## config.mk

```make
export PLATFORM = sky130hd
export DESIGN_NAME = pixel_stream_tx
export DESIGN_NICKNAME = d
export VERILOG_FILES = /design/src/rtl/pixel_stream_tx.sv
export SDC_FILE = /design/constraint.sdc
export NUM_CORES = 1
export LEC_CHECK = 0
export CORE_MARGIN = 3
export CORE_UTILIZATION = 50
export CTS_BUF_LIST = sky130_fd_sc_hd__clkbuf_4
export DETAILED_ROUTE_END_ITERATION = 6
export MAX_ROUTING_LAYER = met4
export PLACE_DENSITY_LB_ADDON = 0.2
export SYNTH_ARGS = -nofsm -noshare
export SYNTH_HDL_FRONTEND = slang
export SYNTH_SLANG_ARGS = --single-unit
```

## constraint.sdc

```tcl
create_clock -name sys_clk -period 4.6 [get_ports sys_clk]
set_clock_uncertainty 0.2 [all_clocks]
set_input_delay 0.92 -clock sys_clk [delete_from_list [all_inputs] [get_ports sys_clk]]
set_output_delay 0.92 -clock sys_clk [all_outputs]
set_load 0.05 [all_outputs]
```

## src/rtl/pixel_stream_tx.sv

```systemverilog
// Pixel stream transmitter: paces upstream pixel words into row/frame
// beats for the filter, with horizontal blanking and tail-lane masking.
module pixel_stream_tx #(
   parameter int DWIDTH = 10,
   parameter int PIXCNT = 8,
   parameter int ROWS   = 2048,
   parameter int COLS   = 2448,
   parameter int HBLANK = 4
) (
   input  logic                       sys_clk,
   input  logic                       sys_rst_n,
   input  logic                       start,
   input  logic [$clog2(ROWS)-1:0]    rowSize,
   input  logic [$clog2(COLS)-1:0]    colSize,
   input  logic [DWIDTH*PIXCNT-1:0]   s_data,
   input  logic                       s_vld,
   output logic                       s_rdy,
   output logic                       new_frame,
   output logic [DWIDTH*PIXCNT-1:0]   data_out,
   output logic                       data_vld,
   output logic                       busy,
   output logic                       frame_done,
   output logic                       underrun
);

   localparam int RW  = $clog2(ROWS);
   localparam int CW  = $clog2(COLS);
   localparam int CW1 = CW + 1;
   localparam int LW  = $clog2(PIXCNT + 1);
   localparam int HW  = (HBLANK > 1) ? $clog2(HBLANK) : 1;
   localparam int BW  = DWIDTH * PIXCNT;

   typedef enum logic [2:0] {
      IDLE, SOF, LINE, HBLK, DONE
   } state_t;

   state_t        state_q, state_d;
   logic [RW-1:0] rows_q, rows_d;
   logic [CW:0]   bpr_q, bpr_d;
   logic [LW-1:0] last_lanes_q, last_lanes_d;
   logic [CW:0]   beat_cnt_q, beat_cnt_d;
   logic [RW-1:0] row_cnt_q, row_cnt_d;
   logic [HW-1:0] hblk_cnt_q, hblk_cnt_d;
   logic          s_rdy_q, s_rdy_d;
   logic          new_frame_q, new_frame_d;
   logic [BW-1:0] data_out_q, data_out_d;
   logic          data_vld_q, data_vld_d;
   logic          busy_q, busy_d;
   logic          frame_done_q, frame_done_d;
   logic          underrun_q, underrun_d;

   logic          hs;
   logic          last_beat;
   logic          last_row;
   logic [CW:0]   cols_ext;
   logic [CW:0]   bpr_calc;
   logic [CW:0]   last_calc;
   logic [BW-1:0] beat_data;

   assign hs        = s_rdy_q && s_vld;
   assign last_beat = (beat_cnt_q == bpr_q - CW1'(1));
   assign last_row  = (row_cnt_q == rows_q - RW'(1));

   always_comb begin
      cols_ext  = {1'b0, colSize};
      bpr_calc  = (cols_ext + CW1'(PIXCNT - 1)) / CW1'(PIXCNT);
      last_calc = cols_ext - (bpr_calc - CW1'(1)) * CW1'(PIXCNT);
   end

   // Lanes past the end of the row on the final beat carry no pixels.
   always_comb begin
      beat_data = s_data;
      for (int i = 0; i < PIXCNT; i++) begin
         if (last_beat && i >= int'(last_lanes_q))
            beat_data[i*DWIDTH +: DWIDTH] = '0;
      end
   end

   always_comb begin
      state_d      = state_q;
      rows_d       = rows_q;
      bpr_d        = bpr_q;
      last_lanes_d = last_lanes_q;
      beat_cnt_d   = beat_cnt_q;
      row_cnt_d    = row_cnt_q;
      hblk_cnt_d   = hblk_cnt_q;
      s_rdy_d      = s_rdy_q;
      new_frame_d  = 1'b0;
      frame_done_d = 1'b0;
      busy_d       = busy_q;
      underrun_d   = underrun_q;
      data_vld_d   = hs;
      data_out_d   = hs ? beat_data : data_out_q;

      unique case (state_q)
         IDLE: begin
            busy_d  = 1'b0;
            s_rdy_d = 1'b0;
            if (start) begin
               busy_d = 1'b1;
               if (rowSize != '0 && colSize != '0) begin
                  rows_d       = rowSize;
                  bpr_d        = bpr_calc;
                  last_lanes_d = LW'(last_calc);
                  underrun_d   = 1'b0;
                  new_frame_d  = 1'b1;
                  state_d      = SOF;
               end else begin
                  state_d = DONE;
               end
            end
         end
         SOF: begin
            beat_cnt_d = '0;
            row_cnt_d  = '0;
            s_rdy_d    = 1'b1;
            state_d    = LINE;
         end
         LINE: begin
            if (beat_cnt_q != '0 && !s_vld)
               underrun_d = 1'b1;
            if (hs) begin
               if (last_beat) begin
                  beat_cnt_d = '0;
                  if (last_row) begin
                     s_rdy_d      = 1'b0;
                     frame_done_d = 1'b1;
                     state_d      = DONE;
                  end else begin
                     row_cnt_d = row_cnt_q + RW'(1);
                     if (HBLANK > 0) begin
                        s_rdy_d    = 1'b0;
                        hblk_cnt_d = HW'(HBLANK > 0 ? HBLANK - 1 : 0);
                        state_d    = HBLK;
                     end
                  end
               end else begin
                  beat_cnt_d = beat_cnt_q + CW1'(1);
               end
            end
         end
         HBLK: begin
            if (hblk_cnt_q == '0) begin
               s_rdy_d = 1'b1;
               state_d = LINE;
            end else begin
               hblk_cnt_d = hblk_cnt_q - HW'(1);
            end
         end
         DONE: begin
            // An empty frame arrives here without a pulse; emit it now.
            if (frame_done_q) begin
               busy_d  = 1'b0;
               state_d = IDLE;
            end else begin
               frame_done_d = 1'b1;
            end
         end
         default: state_d = IDLE;
      endcase
   end

   always_ff @(posedge sys_clk or negedge sys_rst_n) begin
      if (!sys_rst_n) begin
         state_q      <= IDLE;
         rows_q       <= '0;
         bpr_q        <= '0;
         last_lanes_q <= '0;
         beat_cnt_q   <= '0;
         row_cnt_q    <= '0;
         hblk_cnt_q   <= '0;
         s_rdy_q      <= 1'b0;
         new_frame_q  <= 1'b0;
         data_out_q   <= '0;
         data_vld_q   <= 1'b0;
         busy_q       <= 1'b0;
         frame_done_q <= 1'b0;
         underrun_q   <= 1'b0;
      end else begin
         state_q      <= state_d;
         rows_q       <= rows_d;
         bpr_q        <= bpr_d;
         last_lanes_q <= last_lanes_d;
         beat_cnt_q   <= beat_cnt_d;
         row_cnt_q    <= row_cnt_d;
         hblk_cnt_q   <= hblk_cnt_d;
         s_rdy_q      <= s_rdy_d;
         new_frame_q  <= new_frame_d;
         data_out_q   <= data_out_d;
         data_vld_q   <= data_vld_d;
         busy_q       <= busy_d;
         frame_done_q <= frame_done_d;
         underrun_q   <= underrun_d;
      end
   end

   assign s_rdy      = s_rdy_q;
   assign new_frame  = new_frame_q;
   assign data_out   = data_out_q;
   assign data_vld   = data_vld_q;
   assign busy       = busy_q;
   assign frame_done = frame_done_q;
   assign underrun   = underrun_q;

endmodule

```

==> flow_summary.ini <==
[run_status]
status = finished clean

[routing]
route.met3.wl_um = 1420
drt_first_pass_iters = 5
vias = 5909
routed.top_layer = met4
post_drt_wl_per_cell_um = 18.1
drt.antenna.violating_nets = 0
vias_per_cell = 5.70
route.met2.wl_um = 9160
drcViolationCount = 0
dr.first_iter.drc_count = 508
wl_met1_um = 7670
routed_wl_um = 18700

[clock_network]
ctsHoldBuffers = 0
clock_path_buffers = 2
cts_made_buffers = 17
cts_resized = 0
tritoncts = built
clock_latency_ps = 540
cts_sinks = 140
htree_levels = 4
postCtsSetupBuffers = 0
cts-root-buf = clkbuf_4
clk_pin_slew_worst_paths_ps = 120

[timing]
period_needed_ps = 3780
slew_violations = 0
rsz0062_at_grt = no
worst_pin_slew_ps = 987
setup_tns_ps = 0
min_period_over_period_pct = 82.3
max_slew_margin_pct = 34.2
hold_slack_ps = 258
hold_viol = 0
setup_violations = 0
timing.fmax_mhz = 264

[power_and_ir_drop]
p_switching_mw = 3.20
sw_frac_of_total_pct = 48.5
p_seq_share_pct = 33.9
power_density_nw_per_um2 = 727
ir_drop_mv = 0.330
clockPowerShare_pct = 12.0
combPwrFrac_pct = 54.1
p_int_mw = 3.40
p_leak_nw = 3.87

[critical_path]
rr_worst_depth = 9
path_class = reg -> reg
critPathLaunchType = flop
cp-end-kind = flop
path_max_fanout = 13
critical_path_required_ps = 4840
critPathArrivalTime_ps = 4020

[synthesis]
yosys_warnings = 0
synth_cell_types = 56
synth_ff_type = dfrtp_1
syn_area_um2 = 6720
yosysSeqAreaShare_pct = 52.1
synthArstFlopShare_pct = 100
ys_ff_latch = 140
syn-num-nets = 777
synth_top_area_cell = dfrtp_1
synth_edf_count = 0
ys_top_cells_by_area = dfrtp_1 (52%), a22o_1 (6.6%), nand2_1 (5.2%), o21ai_0 (3.2%), mux2_2 (2.7%)
synthCells = 664
avgSynthCellArea_um2 = 10.1
synth_top_area_share_pct = 52.1

[global_routing]
grt_max_degree = 111
grt_pass1_vias = 5748
grt_antenna_before_repair = 1
grt_pass1_wl_um = 29600
track_usage_pct = 26.2
overflow = 0

[floorplanning]
die_w_um = 122
num_io_pins = 193
core_region_area_um2 = 12900
dieArea_um2 = 14900
initial_utilization_pct = 52.2
fp.dieH_um = 122
rows = 41

[placement]
gp_congestion = 0.911
dpl.cell_count = 1003
place_hpwl_um = 13900
portBuffers = 192

[final_layout]
final_cells = 1036
area_growth_pct = 34.9
drive_gt1_share_pct = 9.04
final_nets = 963

[job]
drv_cap = 0

[hold_path]
hp-class = in -> async
-- power by group through the flow --
| stage | clock network (mW) | registers [mW] | logic [mW] |
|---|---|---|---|
| global route | 0.866 | 2.31 | 3.81 |
| detailed placement | 0 | 2.25 | 3.57 |
| floorplan | 0 | 3.33 | 1.25 |
| global placement | 0 | 2.22 | 3.49 |
| finish | 0.792 | 2.24 | 3.57 |
| CTS | 0.811 | 2.23 | 3.59 |
-- synth_stat cells (2+ instances only) --
cell type  count
a211o_1        3
clkbuf_1      27
buf_2          3
nor4_1        12
a21oi_2        5
ha_1           6
nand3b_1       6
and2_1         6
or4_1          2
nand4_1       12
a31o_2         7
nor2_1        32
mux2i_1        5
or2_2          3
nand3_1       18
o41ai_1        2
a21o_1         3
and3_1        10
o31ai_1        6
nand2b_1      10
xor2_1        19
o21bai_1       2
nor3_1         8
inv_1         22
o21ai_0       43
a211oi_1       5
o22ai_1        4
a21oi_1       25
nor3b_1        2
a22o_1        51
a31oi_1        7
dfrtp_1      140
a2111oi_0      2
nand2_1       94
or3b_2         3
xnor2_1       20
nor3_2         2
or3_1          4
mux2_2        16
-- through the flow --
| step | util (%) | setup WS [ps] | total power [mW] | instance area (um^2) |
|---|---|---|---|---|
| CTS | 70.4 | 773 | 6.63 | 9070 |
| detailed placement | 68.3 | 791 | 5.83 | 8790 |
| floorplan | - | 1500 | 4.58 | 6720 |
| finish | 70.5 | 815 | 6.60 | 9070 |
| global route | 70.5 | 489 | 6.99 | 9070 |
| global placement | 68.3 | 934 | 5.71 | 8790 |
-- sequential cells by signal, summed over array words and instances (netlist names) --
name,count
beat_cnt_q,13
bpr_q,10
busy,1
data_out,80
data_vld,1
frame_done,1
hblk_cnt_q,2
last_lanes_q,4
new_frame,1
row_cnt_q,11
rows_q,11
s_rdy,1
state_q,3
underrun,1
-- final timing paths --
| check | startpoint | to | slack, ps |
|---|---|---|---|
| setup / recovery | bpr_q[1] | data_out[17] | 820 |
| hold / removal | sys_rst_n | bpr_q[8] | 260 |
| setup reg to reg | bpr_q[1] | data_out[17] | 820 |
| hold reg to reg | data_out[79] | data_out[79] | 290 |
| max in group asynchronous | sys_rst_n | data_out[4] | 2940 |
| min in group sys_clk | data_out[79] | data_out[79] | 290 |
-- area by class of cell --
cell class              instances  area, um^2
multi-input cells             470        3020
repair buffers                198        1970
flip-flops and latches        140        3500
clock inverters                14         145
well taps                     172         215
inverters                      23        86.3
clock buffers                  18         135
diodes                          1        2.50
fillers                       963        3800
-- metal layers --
metal / up-vias / track usage [%]
li1: 2784 / -
met1: 2865 / 33.2
met2: 226 / 41.4
met3: 34 / 6.27
met4: 0 / 9.38
met5: - / -
-- cell usage in the layout, fill, tap and decap left out, types with 6 or more instances in the layout --
| cell type | Yosys | routed |
|---|---|---|
| a21oi_1 | 25 | 25 |
| a22o_1 | 51 | 51 |
| a31o_2 | 7 | 7 |
| a31oi_1 | 7 | 7 |
| and2_1 | 6 | 6 |
| and3_1 | 10 | 10 |
| buf_4 | 0 | 6 |
| clkbuf_4 | 0 | 18 |
| clkdlybuf4s50_1 | 0 | 191 |
| dfrtp_1 | 140 | 140 |
| ha_1 | 6 | 6 |
| inv_1 | 22 | 22 |
| mux2_2 | 16 | 16 |
| nand2_1 | 94 | 93 |
| nand2b_1 | 10 | 10 |
| nand3_1 | 18 | 18 |
| nand3b_1 | 6 | 6 |
| nand4_1 | 12 | 12 |
| nor2_1 | 32 | 32 |
| nor3_1 | 8 | 8 |
| nor4_1 | 12 | 12 |
| o21ai_0 | 43 | 43 |
| o31ai_1 | 6 | 6 |
| xnor2_1 | 20 | 20 |
| xor2_1 | 19 | 19 |
-- critical path, stage by stage, from the launching register on --
cell       delay (ps)
dfrtp_1           440
inv_1              90
ha_1              260
or4b_1            580
a2111oi_1         370
o21ai_1           170
a211o_1           410
nor4_4            610
a21oi_2           290
a22o_1            250
-- cells by family (layout without fill, tap and decap cells) --
group           Yosys count  count (layout)  synth area share [%]
other cells               0               1                     0
xor+xnor                 39              39                  5.08
fa+ha+maj                 6               6                  1.12
flops                   140             140                  52.1
mux                      21              21                  3.42
compound gates          173             173                  18.0
simple gates            231             231                  17.2
buf+inv                  54             253                  3.07
Power figures use the tool's default switching activity.
